===== src/rtl/uart_pkg.sv =====
// Shared UART constants: data width and default receive FIFO depth.
// No logic, no latency.
// No flow control; constants only.
package uart_pkg;

    localparam int UART_DATA_W            = 8;
    localparam int UART_RX_FIFO_DEPTH_DEF = 16;

endpackage


===== src/rtl/uart_fifo_mem.sv =====
// Storage array for the UART receive FIFO: one write port, one async read port.
// Write lands on the rising edge; read is combinational from the address.
// No flow control; the caller decides when writes are legal.
module uart_fifo_mem
    import uart_pkg::*;
#(
    parameter int DEPTH = UART_RX_FIFO_DEPTH_DEF,
    parameter int AW    = $clog2(DEPTH)
) (
    input  logic                   clk_i,
    input  logic                   we_i,
    input  logic [AW-1:0]          waddr_i,
    input  logic [UART_DATA_W-1:0] wdata_i,
    input  logic [AW-1:0]          raddr_i,
    output logic [UART_DATA_W-1:0] rdata_o
);

    // Contents are intentionally not reset; stale entries are masked by the FIFO.
    logic [UART_DATA_W-1:0] mem_q [DEPTH];

    // Single write port, clocked.
    always_ff @(posedge clk_i) begin
        if (we_i) begin
            mem_q[waddr_i] <= wdata_i;
        end
    end

    assign rdata_o = mem_q[raddr_i];

endmodule


===== src/rtl/uart_rx_fifo.sv =====
// Receive FIFO behind a UART receiver; writes on rx_done rising edge, FWFT read side.
// Latency: byte written in cycle N is visible on rd_data/rd_valid in cycle N+1.
// Backpressure: rd_ready stalls the head; writes to a full FIFO without a same-cycle pop
// are dropped (sticky ovf flag when UART_RX_FIFO_ERR_EN is defined).
module uart_rx_fifo
    import uart_pkg::*;
#(
    parameter int DEPTH     = UART_RX_FIFO_DEPTH_DEF,
    parameter int AF_THRESH = 12
) (
    input  logic                     clock,
    input  logic                     reset_n,
    input  logic [UART_DATA_W-1:0]   rx_DATA,
    input  logic                     rx_done,
    output logic [UART_DATA_W-1:0]   rd_data,
    output logic                     rd_valid,
    input  logic                     rd_ready,
    output logic [$clog2(DEPTH):0]   count,
    output logic                     full,
`ifdef UART_RX_FIFO_ERR_EN
    output logic                     almost_full,
    output logic                     ovf,
    input  logic                     ovf_clr
`else
    output logic                     almost_full
`endif
);

    localparam int AW = $clog2(DEPTH);
    localparam int CW = AW + 1;

    logic          rx_done_q;
    logic [AW-1:0] wr_ptr_q, rd_ptr_q;
    logic [CW-1:0] count_q, count_d;
    logic          full_q, afull_q, rd_valid_q;
    logic          wr_req, push, pop;
    logic [UART_DATA_W-1:0] mem_rdata;

    // Strobe may be a level lasting several cycles; only its rising edge is a write.
    assign wr_req = rx_done & ~rx_done_q;
    assign pop    = rd_valid_q & rd_ready;
    // When full, a write only fits if the head leaves in the same cycle.
    assign push   = wr_req & (~full_q | pop);

    // Next occupancy from this cycle's push/pop pair.
    always_comb begin
        count_d = count_q;
        case ({push, pop})
            2'b10:   count_d = count_q + CW'(1);
            2'b01:   count_d = count_q - CW'(1);
            default: count_d = count_q;
        endcase
    end

    // Edge detector, pointers and registered status; rx_done_q resets high so a
    // strobe already asserted at reset release is not taken as a new byte.
    always_ff @(posedge clock or negedge reset_n) begin
        if (!reset_n) begin
            rx_done_q  <= 1'b1;
            wr_ptr_q   <= '0;
            rd_ptr_q   <= '0;
            count_q    <= '0;
            full_q     <= 1'b0;
            afull_q    <= 1'b0;
            rd_valid_q <= 1'b0;
        end else begin
            rx_done_q  <= rx_done;
            if (push) wr_ptr_q <= wr_ptr_q + AW'(1);
            if (pop)  rd_ptr_q <= rd_ptr_q + AW'(1);
            count_q    <= count_d;
            full_q     <= (count_d == CW'(DEPTH));
            afull_q    <= (count_d >= CW'(AF_THRESH));
            rd_valid_q <= (count_d != '0);
        end
    end

`ifdef UART_RX_FIFO_ERR_EN
    logic drop;
    logic ovf_q;
    assign drop = wr_req & full_q & ~pop;

    // Sticky overflow; a drop in the same cycle as a clear wins.
    always_ff @(posedge clock or negedge reset_n) begin
        if (!reset_n) begin
            ovf_q <= 1'b0;
        end else if (drop) begin
            ovf_q <= 1'b1;
        end else if (ovf_clr) begin
            ovf_q <= 1'b0;
        end
    end
    assign ovf = ovf_q;
`endif

    uart_fifo_mem #(
        .DEPTH (DEPTH),
        .AW    (AW)
    ) u_mem (
        .clk_i   (clock),
        .we_i    (push),
        .waddr_i (wr_ptr_q),
        .wdata_i (rx_DATA),
        .raddr_i (rd_ptr_q),
        .rdata_o (mem_rdata)
    );

    // Mask the unreset array so an empty FIFO always presents zero.
    assign rd_data     = rd_valid_q ? mem_rdata : '0;
    assign rd_valid    = rd_valid_q;
    assign count       = count_q;
    assign full        = full_q;
    assign almost_full = afull_q;

endmodule


===== config.mk =====
export PLATFORM = sky130hd
export DESIGN_NAME = uart_rx_fifo
export DESIGN_NICKNAME = d
export VERILOG_FILES = /design/src/rtl/uart_pkg.sv /design/src/rtl/uart_fifo_mem.sv /design/src/rtl/uart_rx_fifo.sv
export SDC_FILE = /design/constraint.sdc
export NUM_CORES = 1
export LEC_CHECK = 0
export ABC_CLOCK_PERIOD_IN_PS = 4300
export CAP_MARGIN = 20
export CORE_MARGIN = 2
export CORE_UTILIZATION = 38
export DETAILED_ROUTE_END_ITERATION = 10
export SLEW_MARGIN = 20
export SYNTH_ARGS = -nofsm -noshare
export SYNTH_HDL_FRONTEND = slang
export SYNTH_SLANG_ARGS = --single-unit

===== constraint.sdc =====
create_clock -name clock -period 4.3 [get_ports clock]
set_input_delay 1.075 -clock clock [delete_from_list [all_inputs] [get_ports clock]]
set_output_delay 1.075 -clock clock [all_outputs]
set_load 0.01 [all_outputs]

==> impl_results.md <==
- Outcome: finished, final reports clean
- Num CTS Buffers: 17
- FF+latch count, synth: roughly 150
- DPL Wire Length: 6.950 mm
- Post-CTS sizing: 0
- Drc violations: 0
- WL final: a little over 10 mm
- Ant diodes: 0
- Share of flip-flops with an asynchronous set or reset after synthesis: 11.72%
- Clock Tree Root: clkbuf_16
- R2R depth: 11
- Critical Path End Type: primary output
- Pin count of the biggest net entering global routing: 35
- Unrepaired setup endpoints after global routing: no
- P per Cell Area: between 600 and 700 nW/um^2
- Crit-path max cell delay: 0.61 ns
- Delay-heaviest family, CP: multiplexers
- Share of layout cells above drive strength 1: 24.28%
- Measured slew at the worst slew-check pin: 0.8538 ns
- Commonest non-fill, non-tap cell in the layout: edfxtp_1
- Final Setup Violations: 0
- H-tree levels: 4
- Sum of negative setup slack: 0 ns
- Shortest clock period the worst path allows after layout: approximately 4.1 ns
- Die area: 16500 sq um
- Crit path arrival time: 2.99 ns
- Most frequent cells in the layout: 128 x edfxtp_1, 40 x mux4_2, 27 x clkdlybuf4s50_1
- Total track usage: between 10% and 20%
- CP Depth: 5
- Dpl cells: 502
- Io pins: 28
- Horiz. Die Dim: 128.5 microns
- CP max FO: 16
- Crit path top cell by count: mux4_2
- Required time of the critical path: 3.22 ns
- Post-Synthesis Cells: around 300
- Port Buffer Count: 27
- Fillers: about 1200
- Final cell count without fillers: around 530
- Worst skew pair latency: approximately 0.41 ns
- Ys flop type: edfxtp_1
- Critical path class: flip-flop to primary output
- Clock slew at the register clock pins of the worst setup and hold paths: around 0.05 ns
- Synthesized Nets: 315
- Synthesis Warnings: 0
- Critical path, cell by cell: buf_12, mux4_2, mux4_2, and2_1, clkdlybuf4s50_1
- Vias in the first global route: about 2800
- Bufs and invs on worst path: 2
- Average wire per standard cell: 19.31 microns
- Slew Viols, Final: 0
- Slowest cell on the critical path: dfrtp_2
- Max Buffers Root-to-Sink: 2
- Hold path depth: 2
- Vert. Die Dim: between 100 and 150 microns
- Post-synth top area share: 65.31%
- F_max: 246.3 MHz
- # Post-CTS Setup Buffers: 0
- Synth unique cells: 35
- Worst Setup Start Kind: flip-flop
- Leak: 2.311 nW
- Vias: 2788
- Max_cap viols: 0
- Starting Density: 38.86%
- VDD IR max: around 230 uV
- Hold crit path type: flip-flop to flip-flop
- Initial antenna violation count: 0
- P&R area growth vs syn: 18.92%
- # hold bufs at CTS: 0
- CTS tree: done
- Register area share after synthesis: 72.56%
- Tcrit/Tclk final: between 90% and 100%
- Number of DRC markers in iteration 0: 203
- Gp weighted congestion: 0.7590
- Vias per cell: 5.221
- # nets final: 353
- Row cnt: 45
- Clk sink count: 145
- ANT nets after route: 0
- Hold slack final: 0.5720 ns
- First-pass GRT wire length: 16.30 mm
- Slew headroom: a little over two fifths
- Core area: 15150 sq um
- Number of flops mapped to enable cells by yosys: 128
- Remaining Overflow, GRT: 0
- First-pass DRT Iterations: 4
- Post-Syn Area per Cell: approximately 20 sq um
- Post-Route Skew: 0.006621 ns
- Largest area contributor in the netlist: edfxtp_1
- Top cells by area, synth: edfxtp_1 65%, mux4_2 15%, dfrtp_1 6.8%, ha_1 1.7%, xnor2_1 1.0%
- Synth Cell Area: around 6000 sq um
- Hold Fails Final Rpt: 0
## cells by family after synthesis
logic type / after synthesis / share of synthesized area [%]
fa+ha+maj: 8 / 1.701
flops: 145 / 72.56
mux: 42 / 15.69
xor+xnor: 12 / 1.786
simple gates: 54 / 4.847
buf+inv: 22 / 1.956
compound gates: 12 / 1.467
## cells in the mapped netlist (all sizes together) (6+ instances only)
cell,number
nor2,14
nor3,7
xnor2,7
buf,9
ha,8
and2,8
dfrtp,16
inv,6
nand2,9
edfxtp,128
clkbuf,7
mux4,40
## tightest hold or removal path: cells and delay by family, from the launching register on
kind | cells | cell delay (ns)
xor gates and xnor gates | 1 | 0.12
buffers and inverters | 1 | 0.06
DFF | 1 | 0.37
## sequential cells by signal (all words and copies together), names as in the netlist
signal	cells
almost_full	1
count	5
full	1
rd_ptr_q	4
rd_valid	1
rx_done_q	1
u_mem.mem_q	128
wr_ptr_q	4
## metrics by stage
stage               worst slack [ns]  cell area, sq um  util [%]  total power [mW]
finish                        0.2399              6999     46.21             4.833
floorplan                     0.5680              5886         -             2.818
global route                 0.07004              6999     46.21             5.066
CTS                           0.1608              6999     46.21             4.888
detailed placement            0.1677              6372     42.07             3.336
global placement              0.2965              6372     42.07             3.300
## power by group
group          switching, mW  internal [mW]  total (mW)
sequential             0.193           1.67        1.87
clock                  0.574          0.977        1.55
combinational          0.604          0.812        1.42
total                   1.37           3.46        4.83
## cell type report
cell class	instances	area [sq um]	share of cell area, %
Multi-Input combinational cell	128	1500	21.43
Sequential cell	145	4272	61.03
Tap cell	188	235.2	3.361
Clock inverter	15	201.4	2.878
Timing Repair Buffer	35	342.8	4.898
Clock buffer	17	425.4	6.078
Inverter	6	22.52	0.3218
## metal layers
| metal | routed length, microns | GRT usage, % | part of all wire [%] | up-vias |
|---|---|---|---|---|
| li1 | - | - | - | 1260 |
| met1 | 4818 | 18.95 | 47 | 1445 |
| met2 | 4969 | 20.43 | 48 | 68 |
| met3 | 375 | 3.909 | 3.6 | 15 |
| met4 | 148 | 5.624 | 1.4 | 0 |
| met5 | 0 | 0 | 0 | - |
## worst paths after layout
| path | from | to | slack [ns] |
|---|---|---|---|
| max reg2reg | rd_valid | rd_valid | 1.07 |
| min | count[4] | count[4] | 0.57 |
| max | rd_ptr_q[0] | rd_data[0] | 0.24 |
| min in group asynchronous | reset_n | full | 1.13 |
| max in group asynchronous | reset_n | rd_ptr_q[0] | 2.62 |
| min reg2reg | count[4] | count[4] | 0.57 |
(Power assumes the default switching activity.)
